`src/rtl/mem_port.sv`:
```
// Memory interface unit: runs one request/acknowledge bus transaction per
// decoded memory microword and returns extended load data to the data path.
module mem_port #(
  parameter int unsigned TIMEOUT = 255,
  parameter int unsigned CNT_W   = 8
) (
  input  logic        clk,
  input  logic        reset,
  input  logic        mem_ld,
  input  logic        mem_wr,
  input  logic [2:0]  mt,
  input  logic [31:0] addr,
  input  logic [31:0] wdata,
  output logic        mem_is_busy,
  output logic [31:0] rdata,
  output logic        mem_err,
  output logic        bus_req,
  output logic        bus_we,
  output logic [31:0] bus_addr,
  output logic [3:0]  bus_be,
  output logic [31:0] bus_wdata,
  input  logic        bus_ack,
  input  logic [31:0] bus_rdata
);

  typedef enum logic [1:0] {
    ST_IDLE = 2'd0,
    ST_REQ  = 2'd1,
    ST_DONE = 2'd2
  } state_t;

  localparam bit               TO_EN    = (TIMEOUT != 32'd0);
  localparam logic [CNT_W-1:0] CNT_LAST = CNT_W'(TIMEOUT - 32'd1);

  state_t             state_r;
  logic [CNT_W-1:0]   cnt_r;
  logic [2:0]         mt_r;
  logic [1:0]         off_r;
  logic               is_ld_r;
  logic               mem_err_r;
  logic [31:0]        rdata_r;
  logic               bus_req_r;
  logic               bus_we_r;
  logic [31:0]        bus_addr_r;
  logic [3:0]         bus_be_r;
  logic [31:0]        bus_wdata_r;
  logic               req_s;
  logic               legal_s;
  logic               busy_s;

  // Alignment rules per access size; unknown mt codes are never legal.
  function automatic logic acc_legal(input logic [2:0] t, input logic [1:0] a);
    case (t)
      3'd1, 3'd5: acc_legal = 1'b1;
      3'd2, 3'd6: acc_legal = ~a[0];
      3'd3:       acc_legal = (a == 2'b00);
      default:    acc_legal = 1'b0;
    endcase
  endfunction

  function automatic logic [3:0] lane_be(input logic [2:0] t, input logic [1:0] a);
    case (t)
      3'd1, 3'd5: lane_be = 4'b0001 << a;
      3'd2, 3'd6: lane_be = a[1] ? 4'b1100 : 4'b0011;
      3'd3:       lane_be = 4'b1111;
      default:    lane_be = 4'b0000;
    endcase
  endfunction

  function automatic logic [31:0] lane_wdata(input logic [2:0] t, input logic [31:0] d);
    case (t)
      3'd1, 3'd5: lane_wdata = {4{d[7:0]}};
      3'd2, 3'd6: lane_wdata = {2{d[15:0]}};
      3'd3:       lane_wdata = d;
      default:    lane_wdata = 32'd0;
    endcase
  endfunction

  function automatic logic [31:0] load_extract(input logic [2:0] t, input logic [1:0] a,
                                               input logic [31:0] d);
    logic [7:0]  b;
    logic [15:0] h;
    case (a)
      2'd0:    b = d[7:0];
      2'd1:    b = d[15:8];
      2'd2:    b = d[23:16];
      default: b = d[31:24];
    endcase
    h = a[1] ? d[31:16] : d[15:0];
    case (t)
      3'd1:    load_extract = {{24{b[7]}}, b};
      3'd5:    load_extract = {24'd0, b};
      3'd2:    load_extract = {{16{h[15]}}, h};
      3'd6:    load_extract = {16'd0, h};
      3'd3:    load_extract = d;
      default: load_extract = 32'd0;
    endcase
  endfunction

  // Request decode and the busy flag the microsequencer spins on.
  always_comb begin
    req_s   = mem_ld | mem_wr;
    legal_s = acc_legal(mt, addr[1:0]) & ~(mem_ld & mem_wr);
    busy_s  = 1'b0;
    case (state_r)
      ST_IDLE: busy_s = req_s;
      ST_REQ:  busy_s = 1'b1;
      default: busy_s = 1'b0;
    endcase
  end

  // Transaction FSM with all bus-side and result outputs registered.
  always_ff @(posedge clk or posedge reset) begin
    if (reset) begin
      state_r     <= ST_IDLE;
      cnt_r       <= {CNT_W{1'b0}};
      mt_r        <= 3'd0;
      off_r       <= 2'd0;
      is_ld_r     <= 1'b0;
      mem_err_r   <= 1'b0;
      rdata_r     <= 32'd0;
      bus_req_r   <= 1'b0;
      bus_we_r    <= 1'b0;
      bus_addr_r  <= 32'd0;
      bus_be_r    <= 4'd0;
      bus_wdata_r <= 32'd0;
    end else begin
      case (state_r)
        ST_IDLE: begin
          mem_err_r <= 1'b0;
          if (req_s) begin
            mt_r    <= mt;
            off_r   <= addr[1:0];
            is_ld_r <= mem_ld;
            if (legal_s) begin
              bus_req_r   <= 1'b1;
              bus_we_r    <= mem_wr;
              bus_addr_r  <= {addr[31:2], 2'b00};
              bus_be_r    <= lane_be(mt, addr[1:0]);
              bus_wdata_r <= mem_wr ? lane_wdata(mt, wdata) : 32'd0;
              cnt_r       <= {CNT_W{1'b0}};
              state_r     <= ST_REQ;
            end else begin
              mem_err_r <= 1'b1;
              state_r   <= ST_DONE;
            end
          end else begin
            state_r <= ST_IDLE;
          end
        end
        ST_REQ: begin
          if (bus_ack) begin
            bus_req_r <= 1'b0;
            bus_we_r  <= 1'b0;
            bus_be_r  <= 4'd0;
            if (is_ld_r) begin
              rdata_r <= load_extract(mt_r, off_r, bus_rdata);
            end else begin
              rdata_r <= rdata_r;
            end
            state_r <= ST_DONE;
          end else if (TO_EN && (cnt_r == CNT_LAST)) begin
            bus_req_r <= 1'b0;
            bus_we_r  <= 1'b0;
            bus_be_r  <= 4'd0;
            mem_err_r <= 1'b1;
            state_r   <= ST_DONE;
          end else begin
            cnt_r <= cnt_r + CNT_W'(1);
          end
        end
        ST_DONE: begin
          // Any request still visible here is the old microword; drop it.
          mem_err_r <= 1'b0;
          state_r   <= ST_IDLE;
        end
        default: begin
          mem_err_r <= 1'b0;
          bus_req_r <= 1'b0;
          state_r   <= ST_IDLE;
        end
      endcase
    end
  end

  assign mem_is_busy = busy_s;
  assign rdata       = rdata_r;
  assign mem_err     = mem_err_r;
  assign bus_req     = bus_req_r;
  assign bus_we      = bus_we_r;
  assign bus_addr    = bus_addr_r;
  assign bus_be      = bus_be_r;
  assign bus_wdata   = bus_wdata_r;

endmodule

```
`config.mk`:
```
export PLATFORM = sky130hd
export DESIGN_NAME = mem_port
export DESIGN_NICKNAME = d
export VERILOG_FILES = /design/src/rtl/mem_port.sv
export SDC_FILE = /design/constraint.sdc
export NUM_CORES = 1
export LEC_CHECK = 0
export ABC_AREA = 1
export CAP_MARGIN = 20
export CORE_UTILIZATION = 40
export DETAILED_ROUTE_END_ITERATION = 12
export GPL_TIMING_DRIVEN = 0
export HOLD_SLACK_MARGIN = 0.02
export PLACE_DENSITY_LB_ADDON = 0.25
export SLEW_MARGIN = 20
export SYNTH_ARGS = -nofsm -noshare
export SYNTH_HDL_FRONTEND = slang
export SYNTH_SLANG_ARGS = --single-unit
```
`constraint.sdc`:
```
create_clock -name clk -period 10.51 [get_ports clk]
set_input_delay 1.5765 -clock clk [delete_from_list [all_inputs] [get_ports clk]]
set_output_delay 1.5765 -clock clk [all_outputs]
set_load 0.005 [all_outputs]
```
Yosys cells after proc, flatten, opt, wreduce, memory -nomap -nowiden
Index checks and enable logic that the tools add are counted.

word-level totals
  register bits after elaboration = 117
  word-level logic and storage cells = 91

cells by class
  add/sub/neg operators = 1
  equality and inequality tests = 21
  shifts and indexed selects = 1
  mux-type cells = 37
  bitwise operators = 6
  reduce and logical (&&, ||, !) cells = 13

operators with widths
  operator                                                               count
  32-bit one-hot mux with 5 select lines                                 1
  32-bit one-hot mux with 3 select lines                                 1
  32-bit 2-to-1 mux                                                      1
  8-bit 2-to-1 mux                                                       4
  8-bit one-hot mux with 3 select lines                                  1
  4-bit 2-to-1 mux                                                       5
  16-bit 2-to-1 mux                                                      1
  8-bit one-hot mux with 2 select lines                                  1
  3-bit by 2-bit equality test with 1-bit output, second input constant  4
  3-bit equality test, second input constant                             4
  4-bit one-hot mux with 3 select lines                                  1
  1-bit 2-to-1 mux                                                       10
  2-bit inequality test, second input constant                           5
  8-bit by 1-bit adder with 8-bit output, second input constant          1
  8-bit equality test, second input constant                             1
  2-bit 2-to-1 mux                                                       4
  4-bit one-hot mux with 2 select lines                                  1
  4-bit AND reduction                                                    2
  3-bit by 1-bit equality test with 1-bit output, second input constant  2
  2-bit logical NOT                                                      3
  1-bit one-hot mux with 2 select lines                                  3
  1-bit one-hot mux with 3 select lines                                  2
  3-bit AND reduction                                                    2
  5-bit AND reduction                                                    1
  11 further kinds                                                       18

Longest topological paths before layout
Gate-level depths: netlist of the first run.

  word-level depth = 7
  mapped depth = 11
  mapped depth without buffers = 11

Worst setup path before layout of the first run
Ideal clock, no wire load.

  path kind = in2out
  start = input mem_wr
  end = output mem_is_busy
  data arrival time = 2.161 ns
  data required time = 8.934 ns
  setup slack = 6.772 ns
  stages = 4
  buffers on the path = 2
  path through = buf_2 -> o21ai_1 -> buf_2 -> nand2_1

on the way
  longest elaborated chain between the ends = 2

ends and longest elaborated chain
  what                                   RTL line  text
  start, declared                        10        input logic mem_wr,
  1-bit bitwise OR                       102       req_s = mem_ld | mem_wr;
  1-bit one-hot mux with 2 select lines  105       case (state_r)
  end, declared                          14        output logic mem_is_busy,

No other way between the ends.

Worst setup path after layout of the first run
  start = input mem_ld
  end = output mem_is_busy

on the way
  longest elaborated chain between the ends = 2

ends and longest elaborated chain
  what                                   RTL line  text
  start, declared                        9         input logic mem_ld,
  1-bit bitwise OR                       102
  1-bit one-hot mux with 2 select lines  105

No other way between the ends.

==> summary.md, run 1 <==
| Metric | Value |
|---|---|
| Status | `completed` |
| Worst min path class | `flip-flop to flip-flop` |
| Die ar. | `roughly 15000 sq um` |
| Least-Margin Pin Slew | `around 0.76 ns` |
| WP data required | `8.93 ns` |
| Post-DR wirelength/cell | `14.4 um` |
| H-tree lvl count | `4` |
| Reg area | `2930 sq um` |
| Mux contribution to synthesized area | `0%` |
| CTS tree | `done` |
| Number of port buffers | `between 200 and 250` |
| Setup-failing EPs final | `0` |
| Distinct cells, synth | `23` |
| Gr usage total | `about a quarter` |
| Top_reg_cell synth | `dfrtp_1` |
| Crit. End Element | `primary output` |
| CTS buffer count | `17` |
| Overall power | `2.20 mW` |
| Overflow left after global routing | `0` |
| Max_cap viols | `0` |
| Die width | `124 um` |
| Share of the synthesized area in the top cell type | `49.2%` |
| Reg2Reg Depth | `8` |
| Clock latency on the worst-skew pair | `just over 0.4 ns` |
| First-pass detailed-route iteration total | `5` |
| CP Class | `input pin to primary output` |
| Die Y | `124 um` |
| Top post-synthesis cells by count | `nand2_1, dfrtp_1, nand3_1` |
| Nets | `1154` |
| Yosys top cell by area | `dfrtp_1` |
| Core area | `14500 sq um` |
| Pre-CTS WS | `5.80 ns` |
| Synthesized flop and latch total | `between 100 and 150` |
| Final RePlAce weighted congestion | `0.929` |
| Simple-gate portion of the synthesized area | `34.7%` |
| Rel. slew slack | `49.3%` |
| Number of synthesized flops with an enable pin | `0` |
| Post-synthesis sequential area ratio | `49.2%` |
| Remaining DRCs | `0` |
| Pwr per Cell Area | `249 nW/um^2` |
| Post-cts resize count | `0` |
| Final Skew | `approximately 0.0080 ns` |
| Worst setup margin | `between 5 and 6 ns` |
| Clk buf depth | `2` |
| Final wirelength | `18000 um` |
| Average instance area after synthesis | `7.23 sq um` |
| Hold depth | `2` |
| Synthesized-area fraction occupied by adder cells | `less than 1%` |
| Most numerous cell in the Yosys netlist | `nand2_1` |
| RSZ-0062 raised after global routing | `no` |
| Compound-gate portion of the synthesized area | `under 10%` |
| Postcts setup bufs | `0` |
| DP Wirelength | `13100 um` |
| Rows | `44` |
| Static Leak | `4.31 nW` |
| CP Max Fanout | `10` |
| Synth Cell Area | `5950 sq um` |
| Fraction of layout instances using a drive strength above 1 | `7.16%` |
| Peak supply drop | `0.115 mV` |
| Clock sinks | `~120` |
| IO Pins | `208` |
| # fillers | `1366` |
| Setup TNS Final | `0 ns` |
| Root Driver | `clkbuf_16` |
| Placement Cell Area | `8260 sq um` |
| Startpoint Class | `input pin` |
| Vias in the first global route | `between 5000 and 6000` |
| DRT antenna net count | `0` |
| Cell count after synthesis | `about 820` |
| Max Slew Vio Count | `0` |
| Ys Warns | `0` |
| Combinational family with the most area after synthesis | `simple AND/OR/NAND/NOR gates` |
| P&R area growth vs syn | `48.7%` |
| Async SR Flop Fraction | `100%` |
| Cell area after layout | `around 8800 sq um` |
| Initial antenna violation count | `0` |
| Via Count | `6161` |
| Fmax | `between 0.2 and 0.25 GHz` |
| First-iteration detailed-routing DRC count | `461` |
| Hold-fix buffers, CTS | `0` |
| Clk slew on worst S/H paths | `0.05 ns` |
| Tcrit/Tclk final | `45.0%` |
| Synth Area in XOR/XNOR | `0.883%` |
| Area contributors post-synth | `dfrtp_1, nand2_1, nand3_1` |
| Multi-input gate area | `2610 sq um` |
| Pin count of the biggest net entering global routing | `65` |
| Starting Density | `40.9%` |
| Min cycle time layout | `4.73 ns` |
| First-pass GRT wire length | `27700 um` |
| Crit path DAT | `3.15 ns` |
| Vias per cell | `4.95` |
| Ant. Diodes | `0` |
| Final Hold Viols | `0` |
-- registers in the layout, summed over array words and instances (netlist names), 2 cells and up --
| signal | count |
|---|---|
| bus_addr | 30 |
| bus_be | 4 |
| bus_wdata | 32 |
| cnt_r | 8 |
| mt_r | 3 |
| off_r | 2 |
| rdata | 32 |
| state_r | 2 |
-- through the flow --
step	hold slack, ns	cells	utilization [%]
floorplan	0.442	824	-
global placement	0.455	1212	56.6
detailed placement	0.460	1213	56.8
CTS	0.473	1245	60.8
global route	0.485	1245	60.8
finish	0.470	1245	60.8
-- worst paths after layout --
kind | slack (ns) | endpoint | start
max | 5.78 | mem_is_busy | mem_ld
min | 0.47 | is_ld_r | is_ld_r
max reg2reg | 8.72 | rdata[8] | off_r[1]
min reg2reg | 0.47 | is_ld_r | is_ld_r
max in group asynchronous | 8.24 | bus_wdata[31] | reset
min in group asynchronous | 1.59 | rdata[23] | reset
-- placed cells by master, fill, tap and decap left out, drive strengths merged --
cell | netlist | final
nor3 | 4 | 4
nand2 | 413 | 413
clkinvlp | 0 | 3
o21ai | 70 | 70
clkbuf | 10 | 30
o211ai | 11 | 11
a21oi | 6 | 6
xor2 | 5 | 5
clkinv | 2 | 8
bufinv | 0 | 2
inv | 53 | 54
dfrtp | 117 | 117
clkdlybuf4s50 | 0 | 204
nor2 | 25 | 25
nand3 | 67 | 67
conb | 1 | 2
buf | 30 | 31
nand4 | 6 | 6
ha | 2 | 2
xnor2 | 1 | 1
-- worst max-delay path: stages --
cell and delay, ns:
clkdlybuf4s50_1 0.49, o21ai_1 0.22, buf_2 0.24, nand2_1 0.14
clkdlybuf4s50_1 0.48
-- cells by family after synthesis --
family	count (synthesis)
flip-flops	117
buffers and inverters	95
AO/OA/AOI/OAI	87
other	1
AND/OR/NAND/NOR	515
adder cells (fa/ha/maj)	2
XOR/XNOR	6
-- area by class of cell --
cell class,instances,area share [%]
timing repair buffer,205,23.4
multi-input combinational,612,29.5
sequential,117,33.1
clock inverter,12,1.46
buffer,40,2.32
inverter,55,2.39
tap,184,2.60
clock buffer,20,5.16
-- power by group --
group	internal (mW)	switching (mW)	total, mW
logic	0.467	0.426	0.894
registers	0.626	0.112	0.737
clock network	0.361	0.211	0.571
total	1.45	0.749	2.20
-- metal layers --
layer / routed length (um) / vias to the layer above / track usage, %
met2: 8120 / 233 / 36.8
met1: 8200 / 2854 / 32.9
met4: 304 / 0 / 9.00
met5: 0 / - / 0
met3: 1350 / 28 / 5.59
li1: - / 3046 / -
Power figures use the tool's default switching activity.
==> inputs of run 2 (changes only) <==
==> constraint.sdc (replaced) <==
create_clock -name clk -period 4.4 [get_ports clk]
set_input_delay 0.66 -clock clk [delete_from_list [all_inputs] [get_ports clk]]
set_output_delay 0.66 -clock clk [all_outputs]
set_load 0.005 [all_outputs]
==> results of run 2 <==
The final DEF is identical to that of run 1. Status: completed.
Main changes from that run: setup slack after placement 5.80 ns -> 1.52 ns; setup slack after layout 5.78 ns -> 1.50 ns; register-to-register setup slack 8.72 ns -> 2.61 ns; total power 2.20 mW -> 5.26 mW; worst IR drop on VDD 0.115 mV -> 0.275 mV
